### config.mk
export PLATFORM = sky130hd
export DESIGN_NAME = csr_ctrl
export DESIGN_NICKNAME = d
export VERILOG_FILES = /design/src/rtl/csr_pkg.sv /design/src/rtl/csr_alu.sv /design/src/rtl/csr_ctrl.sv
export SDC_FILE = /design/constraint.sdc
export NUM_CORES = 1
export LEC_CHECK = 0
export ABC_AREA = 1
export CAP_MARGIN = 20
export CORE_AREA = 4 4 137 139
export DETAILED_ROUTE_END_ITERATION = 6
export DIE_AREA = 0 0 141 143
export MAX_ROUTING_LAYER = met4
export PLACE_DENSITY = 0.82
export SKIP_CTS_REPAIR_TIMING = 1
export SYNTH_ARGS = -nofsm -noshare
export SYNTH_HDL_FRONTEND = slang
export SYNTH_SLANG_ARGS = --single-unit
### constraint.sdc
create_clock -name clk -period 2.2 [get_ports clk]
set_clock_uncertainty 0.15 [all_clocks]
set_input_delay 0.33 -clock clk [delete_from_list [all_inputs] [get_ports clk]]
set_output_delay 0.33 -clock clk [all_outputs]
set_load 0.005 [all_outputs]
### src/rtl/csr_pkg.sv
// Shared definitions for the CSR sequencer: FSM states, CSR map, funct3 codes
// and mstatus bit positions.
package csr_pkg;

  typedef enum logic [3:0] {
    IDLE, RMW_RD, RMW_WR,
    TRAP_EPC, TRAP_CAUSE, TRAP_STAT, TRAP_VEC,
    MRET_STAT, MRET_EPC
  } state_t;

  localparam logic [11:0] ADDR_MSTATUS = 12'h300;
  localparam logic [11:0] ADDR_MIE     = 12'h304;
  localparam logic [11:0] ADDR_MTVEC   = 12'h305;
  localparam logic [11:0] ADDR_MEPC    = 12'h341;
  localparam logic [11:0] ADDR_MCAUSE  = 12'h342;
  localparam logic [11:0] ADDR_MIP     = 12'h344;

  localparam logic [2:0] IDX_MSTATUS = 3'd0;
  localparam logic [2:0] IDX_MIE     = 3'd1;
  localparam logic [2:0] IDX_MTVEC   = 3'd2;
  localparam logic [2:0] IDX_MEPC    = 3'd3;
  localparam logic [2:0] IDX_MCAUSE  = 3'd4;
  localparam logic [2:0] IDX_MIP     = 3'd5;

  localparam logic [2:0] F3_RW  = 3'b001;
  localparam logic [2:0] F3_RS  = 3'b010;
  localparam logic [2:0] F3_RC  = 3'b011;
  localparam logic [2:0] F3_RWI = 3'b101;
  localparam logic [2:0] F3_RSI = 3'b110;
  localparam logic [2:0] F3_RCI = 3'b111;

  localparam int unsigned MSTATUS_MIE    = 3;
  localparam int unsigned MSTATUS_MPIE   = 7;
  localparam int unsigned MSTATUS_MPP_LO = 11;
  localparam int unsigned MSTATUS_MPP_HI = 12;

  // Returns {hit, index}; hit is 0 for any unmapped address.
  function automatic logic [3:0] csr_decode(input logic [11:0] addr);
    case (addr)
      ADDR_MSTATUS: csr_decode = {1'b1, IDX_MSTATUS};
      ADDR_MIE:     csr_decode = {1'b1, IDX_MIE};
      ADDR_MTVEC:   csr_decode = {1'b1, IDX_MTVEC};
      ADDR_MEPC:    csr_decode = {1'b1, IDX_MEPC};
      ADDR_MCAUSE:  csr_decode = {1'b1, IDX_MCAUSE};
      ADDR_MIP:     csr_decode = {1'b1, IDX_MIP};
      default:      csr_decode = 4'b0000;
    endcase
  endfunction

endpackage

### src/rtl/csr_alu.sv
// Combinational new-value computation for CSRRW/RS/RC and their immediate forms.
module csr_alu
  import csr_pkg::*;
#(
  parameter int XLEN = 32
) (
  input  logic [2:0]      funct3,
  input  logic [4:0]      rs1_field,
  input  logic [XLEN-1:0] rs1_data,
  input  logic [XLEN-1:0] old_val,
  output logic [XLEN-1:0] new_val,
  output logic            we
);

  logic [XLEN-1:0] op;

  always_comb begin
    op      = funct3[2] ? XLEN'(rs1_field) : rs1_data;
    new_val = old_val;
    we      = 1'b0;
    case (funct3[1:0])
      F3_RW[1:0]: begin
        new_val = op;
        we      = 1'b1;
      end
      // Set/clear with a zero source field is a pure read.
      F3_RS[1:0]: begin
        new_val = old_val | op;
        we      = (rs1_field != 5'd0);
      end
      F3_RC[1:0]: begin
        new_val = old_val & ~op;
        we      = (rs1_field != 5'd0);
      end
      default: ;
    endcase
  end

endmodule

### src/rtl/csr_ctrl.sv
// CSR instruction sequencer: read-modify-write of the CSR file plus the trap
// entry and MRET sequences, arbitrated in IDLE.
module csr_ctrl
  import csr_pkg::*;
#(
  parameter int NUM_CSR = 6,
  parameter int XLEN    = 32
) (
  input  logic            clk,
  input  logic            rst,
  input  logic            op_valid,
  output logic            op_ready,
  input  logic [31:0]     instruction,
  input  logic [XLEN-1:0] rs1_data,
  input  logic            trap_req,
  input  logic [XLEN-1:0] trap_cause,
  input  logic [XLEN-1:0] trap_pc,
  output logic            trap_ack,
  input  logic            mret_req,
  output logic            mret_ack,
  output logic [2:0]      csr_idx,
  input  logic [XLEN-1:0] csr_rdata,
  output logic            csr_we,
  output logic [XLEN-1:0] csr_wdata,
  output logic            op_done,
  output logic [XLEN-1:0] rd_data,
  output logic            illegal,
  output logic            redirect_valid,
  output logic [XLEN-1:0] redirect_pc
);

  state_t          state, state_n;
  logic [19:0]     ir_q;
  logic [XLEN-1:0] rs1_q;
  logic [XLEN-1:0] old_q;
  logic [XLEN-1:2] tpc_q;
  logic [XLEN-1:0] tcause_q;

  logic [2:0]      funct3;
  logic [4:0]      rs1_field;
  logic [3:0]      dec;
  logic [2:0]      dec_idx;
  logic            legal;
  logic [XLEN-1:0] alu_new;
  logic            alu_we;
  logic            unused_bits;

  assign funct3      = ir_q[2:0];
  assign rs1_field   = ir_q[7:3];
  assign dec         = csr_decode(ir_q[19:8]);
  assign dec_idx     = dec[2:0];
  assign legal       = dec[3] && (int'(dec_idx) < NUM_CSR);
  assign unused_bits = ^{instruction[11:0], trap_pc[1:0]};

  csr_alu #(.XLEN(XLEN)) u_alu (
    .funct3   (funct3),
    .rs1_field(rs1_field),
    .rs1_data (rs1_q),
    .old_val  (old_q),
    .new_val  (alu_new),
    .we       (alu_we)
  );

  always_ff @(posedge clk or negedge rst) begin
    if (!rst) begin
      state    <= IDLE;
      ir_q     <= '0;
      rs1_q    <= '0;
      old_q    <= '0;
      tpc_q    <= '0;
      tcause_q <= '0;
    end else begin
      state <= state_n;
      if (state == IDLE) begin
        if (trap_req) begin
          tpc_q    <= trap_pc[XLEN-1:2];
          tcause_q <= trap_cause;
        end else if (!mret_req && op_valid) begin
          ir_q  <= instruction[31:12];
          rs1_q <= rs1_data;
        end
      end
      if (state == RMW_RD) old_q <= csr_rdata;
    end
  end

  always_comb begin
    state_n        = state;
    op_ready       = 1'b0;
    trap_ack       = 1'b0;
    mret_ack       = 1'b0;
    csr_idx        = '0;
    csr_we         = 1'b0;
    csr_wdata      = '0;
    op_done        = 1'b0;
    rd_data        = '0;
    illegal        = 1'b0;
    redirect_valid = 1'b0;
    redirect_pc    = '0;
    case (state)
      // State is forced to IDLE during reset; gating on rst keeps the
      // input-dependent handshakes low too.
      IDLE: if (rst) begin
        if (trap_req) begin
          trap_ack = 1'b1;
          state_n  = TRAP_EPC;
        end else if (mret_req) begin
          mret_ack = 1'b1;
          state_n  = MRET_STAT;
        end else begin
          op_ready = 1'b1;
          if (op_valid) state_n = RMW_RD;
        end
      end
      RMW_RD: begin
        csr_idx = legal ? dec_idx : '0;
        if (legal) state_n = RMW_WR;
        else begin
          illegal = 1'b1;
          state_n = IDLE;
        end
      end
      RMW_WR: begin
        csr_idx   = dec_idx;
        csr_we    = alu_we;
        csr_wdata = alu_new;
        op_done   = 1'b1;
        rd_data   = old_q;
        state_n   = IDLE;
      end
      TRAP_EPC: begin
        csr_idx   = IDX_MEPC;
        csr_we    = 1'b1;
        csr_wdata = {tpc_q, 2'b00};
        state_n   = TRAP_CAUSE;
      end
      TRAP_CAUSE: begin
        csr_idx   = IDX_MCAUSE;
        csr_we    = 1'b1;
        csr_wdata = tcause_q;
        state_n   = TRAP_STAT;
      end
      TRAP_STAT: begin
        csr_idx                                  = IDX_MSTATUS;
        csr_we                                   = 1'b1;
        csr_wdata                                = csr_rdata;
        csr_wdata[MSTATUS_MPIE]                  = csr_rdata[MSTATUS_MIE];
        csr_wdata[MSTATUS_MIE]                   = 1'b0;
        csr_wdata[MSTATUS_MPP_HI:MSTATUS_MPP_LO] = 2'b11;
        state_n                                  = TRAP_VEC;
      end
      TRAP_VEC: begin
        csr_idx        = IDX_MTVEC;
        redirect_valid = 1'b1;
        redirect_pc    = {csr_rdata[XLEN-1:2], 2'b00};
        state_n        = IDLE;
      end
      MRET_STAT: begin
        csr_idx                 = IDX_MSTATUS;
        csr_we                  = 1'b1;
        csr_wdata               = csr_rdata;
        csr_wdata[MSTATUS_MIE]  = csr_rdata[MSTATUS_MPIE];
        csr_wdata[MSTATUS_MPIE] = 1'b1;
        state_n                 = MRET_EPC;
      end
      MRET_EPC: begin
        csr_idx        = IDX_MEPC;
        redirect_valid = 1'b1;
        redirect_pc    = csr_rdata;
        state_n        = IDLE;
      end
      default: state_n = IDLE;
    endcase
  end

endmodule

# Word level (Yosys, flattened, before mapping)
# Index checks and enable logic that the tools add are counted.
# op_classes
magnitude_cmp	1
muxes	31
n_eq_ne	19
bitwise_logic	4
reduce_logical	12
# op_table
cell	count
one-hot mux 32 bit (5 select lines)	1
one-hot mux 32 bit (3 select lines)	1
equality test 12 x 10 -> 1 bit (second input constant)	6
2-to-1 mux 32 bit	2
one-hot mux 32 bit (2 select lines)	1
one-hot mux 4 bit (6 select lines)	2
AND 32 bit	1
NOT 32 bit	1
bitwise OR 32 bit	1
equality test 4 x 3 -> 1 bit (second input constant)	4
2-to-1 mux 4 bit	4
2-to-1 mux 1 bit	15
one-hot mux 3 bit (5 select lines)	1
equality test 4 x 2 -> 1 bit (second input constant)	2
OR reduction 2 bit	3
nonzero test 5 bit	1
equality test 2 bit (second input constant)	2
equality test 4 x 1 -> 1 bit (second input constant)	1
equality test 4 bit (second input constant)	1
zero test 4 bit	1
!= test 4 bit (second input constant)	1
one-hot mux 1 bit (2 select lines)	2
AND reduction 2 bit	2
OR reduction 4 bit	1
9 further kinds	10
# word_totals
output_inout_bits	106
word_cells	73
ff_bits	150
inputBits	165

# Longest topological paths before layout
# logic_depth
depth_word	6
ltp_mapped	9
depth_no_buf	9

# Modules after synthesis
# Synthesis repeated with hierarchy kept, for this count alone.
# hier_totals
cells_unflattened	1015
area_unflattened_um2	8346.8
# modules_own_cells
mod	cells_per_inst	n_inst	area_each_um2	seq_area_each_um2
csr_ctrl	828	1	7407.1	3753.6
csr_alu	187	1	939.7	0.0

# Worst setup path before layout
# Ideal clock, no wire load.
# synth_path
path_type	reg-to-output
startpoint	reg state[3]
endpoint	out csr_wdata[10]
t_arrival_ps	1276
t_required_ps	1720
path_stages_with_launch	7
path_buffers	1
setup_slack_ps	444
cell_sequence	dfrtp_1 inv_1 nand2_1 nor2_2 clkbuf_1 nand2_1 nand4_1
# synth_via
elab_chain_len	2
elab_cells_between_ends	6
classes_between	5 x eq/ne; 1 x mux
# synth_lines
item	line_no	text
start, declared	csr_ctrl.sv:32	state_t state, state_n;
start signal, assigned	csr_ctrl.sv:73	state <= state_n;
equality test 4 x 3 -> 1 bit or equality test 4 x 2 -> 1 bit (tied branches)	csr_ctrl.sv:100	case (state)
one-hot mux 32 bit (5 select lines) (*)	csr_ctrl.sv:100	
end, declared	csr_ctrl.sv:24	output logic [XLEN-1:0] csr_wdata,
# Every way passes the cells marked *; elsewhere a longest branch is shown, timed or not.

# Worst setup path in the final report
# layout_path
startpoint	reg ir_q[1]
endpoint	out csr_wdata[18]
# layout_via
elab_chain_len	3
elab_cells_between_ends	5
classes_between	3 x eq/ne; 2 x mux
# layout_lines
item	line_no	text
start, declared	csr_ctrl.sv:33	logic [19:0] ir_q;
start signal, assigned	csr_ctrl.sv:79	ir_q <= instruction[31:12];
equality test 2 bit or equality test 2 x 1 -> 1 bit (tied branches)	csr_alu.sv:21	case (funct3[1:0])
one-hot mux 32 bit (3 select lines) (*)	csr_alu.sv:21	
one-hot mux 32 bit (5 select lines) (*)	csr_ctrl.sv:100	
# Marks and branches as above.

==> results.cfg <==
[run_status]
status = finished with violations
violations = setup timing

[placed_design]
placedCellCount = 1369
hpwlAfterDp_um = 20430
numPortBuffers = 256
pre_cts_ws_ps = -178.2
postPlaceCellArea_um2 = 11000
place.gp.congestion = 0.9474

[logic_synthesis]
synth-seq-area-share = 0.4746
yosysWarningCount = 0
ys_ff_latch = 150
syn_area_per_cell_um2 = 9.028
yosys.cell_types.count = 29
syn_nets = 1041
synthesis.instances = 876
synth_area_um2 = 7909

[floorplanning]
die_h_um = 143
die_w_um = 141
rows = 49
initial_core_util = 0.4479
design.core.area_um2 = 17660
boundaryPins = 271
dieArea_um2 = 20160

[clocking]
htree_levels = 4
path_clk_slew_ps = 70
clockRootBuffer = clkbuf_16
clk_latency_ps = 440
tritoncts = built
cts_inserted_buffers = 17
cts_buffer_depth = 2
cts_sinks = 150

[sta]
post-route-min-period_ps = 2579
maxSlewHeadroom = 0.5746
final_max_slew_viol_count = 0
setup_tns_ps = -21610
timing.final.crit_share = 1.172
setup_viol = 98
rsz0062_at_grt = true
worst_pin_slew_ps = 638.1
hold_viol = 0
fin_ws_ps = -379.4
fmax_ghz = 0.3877

[grt]
grt_pass1_vias = 7199
grt_usage = 0.2697
grt-ovfl-total = 0
antenna_found_initial = 3
grt_pass1_wl_um = 39960
grt_max_degree = 102

[critical_path]
startpoint = ir_q[1]
start_kind = flip-flop
path_class = flip-flop to primary output
rr_endpoint = rs1_q[29]
arrival_ps = 2100
ff2ff_path_depth = 8
path_max_fanout = 6
reg2reg_slack_ps = 210
cp.required_ps = 1720
endpoint = csr_wdata[18]
rr_startpoint = state[3]
cp-end-kind = primary output

[routing]
dr.pass1.iters = 6
drt_iter0_drc = 626
wl_um = 30230
wire_per_inst_um = 20.97
vias = 7745
viasPerCell = 5.371
ant_nets = 0
drc = 0

[pwr]
p_leak_nw = 5.941
p_per_area_nw_per_um2 = 1349
worst_ir_drop_vdd_mv = 0.8404

[final_layout]
fill_cells = 1275
fin_area_um2 = 12360
layout_common_cells = nand2_1 (161), clkdlybuf4s50_1 (149), dfrtp_1 (146), inv_1 (88), o21ai_0 (59)
layout.area.seq_um2 = 3759
final-instance-count-excl-fill = 1442
final_common_cell = nand2_1
synthToLayoutAreaGrowth_pct = 56.24
multi_input_area_um2 = 4030
num-nets-final = 1362
final_layout_size_suffix_gt1_frac = 0.3736

[flow_run]
cap_violations = 0

[worst_hold_path]
min-delay-path-class = primary input to flip-flop
## area by class of cell
cell class / count / share of cell area
clock inverters: 15 / 0.01590
repair buffers: 346 / 0.2623
flip-flops and latches: 150 / 0.3042
inverters: 104 / 0.03331
clock buffers: 17 / 0.03443
multi-input cells: 578 / 0.3261
diodes: 3 / 0.0006075
well taps: 229 / 0.02319
## flip-flops by register name, summed over array words and instances (netlist names)
register  count
rs1_q        32
ir_q         20
state         4
tpc_q        30
tcause_q     32
old_q        32
## through the flow
| stage | power [mW] | util | hold slack, ps |
|---|---|---|---|
| 2_1_floorplan | 8.741 | - | -115.6 |
| 3_3_place_gp | 11.72 | 0.6232 | 277.0 |
| 3_5_place_dp | 11.92 | 0.6232 | 287.9 |
| 4_1_cts | 15.12 | 0.6584 | -180.0 |
| 5_1_grt | 17.53 | 0.6998 | 334.6 |
| 6_report | 16.67 | 0.6998 | 316.7 |
## cell families (layout without fill, tap and decap cells)
group / after synthesis / after routing / synth area share
buffers and inverters: 148 / 482 / 0.08416
and+or+nand+nor: 345 / 345 / 0.1835
AOI/OAI and AO/OA: 136 / 136 / 0.1030
DFF: 150 / 150 / 0.4746
other: 0 / 3 / 0
muxes: 97 / 97 / 0.1547
## how the worst min path moves through the flow
stage,start,to,slack (ps),depth (start not counted)
6_report,instruction[17],ir_q[5],320,3
5_1_grt,trap_cause[21],tcause_q[21],330,2
4_1_cts,rst,tcause_q[3],-180,2
3_5_place_dp,rst,tcause_q[3],290,2
3_3_place_gp,rst,tcause_q[3],280,2
2_1_floorplan,rst,ir_q[0],-120,0
## synthesized netlist by cell type (all sizes together)
cell type	n	area, um^2
nand2	179	681.9
dfrtp	150	3754
nor2	118	478.0
inv	104	390.4
mux2	97	1224
o21ai	75	379.1
o211ai	30	225.2
buf	29	219.0
nand4	28	175.2
a21oi	25	162.6
clkbuf	15	56.30
nand3	12	72.57
nor3	5	25.02
a221oi	4	35.03
nor4	2	12.51
o22ai	2	12.51
or2	1	6.260
## routing by layer
layer	vias to the layer above	wire length, um	GRT usage
li1	3528	-	-
met1	3754	12490	0.3589
met2	366	14530	0.3977
met3	97	1755	0.05861
met4	0	1457	0.1214
met5	-	0	-
## where the power goes
part | switching (mW) | internal [mW] | leakage (nW)
Sequential | 0.957 | 4.15 | 1.78
Combinational | 4.34 | 4.09 | 3.86
Clock | 1.38 | 1.75 | 0.308
## critical path, stage by stage (launching register included)
cell and delay [ps]:
dfrtp_2 430, nor2_4 70, nor2_4 230, clkbuf_16 200
nand2_1 70, o211ai_1 330, nand4_1 180, clkbuf_2 150
No activity file was read; power rests on OpenSTA's default activity.
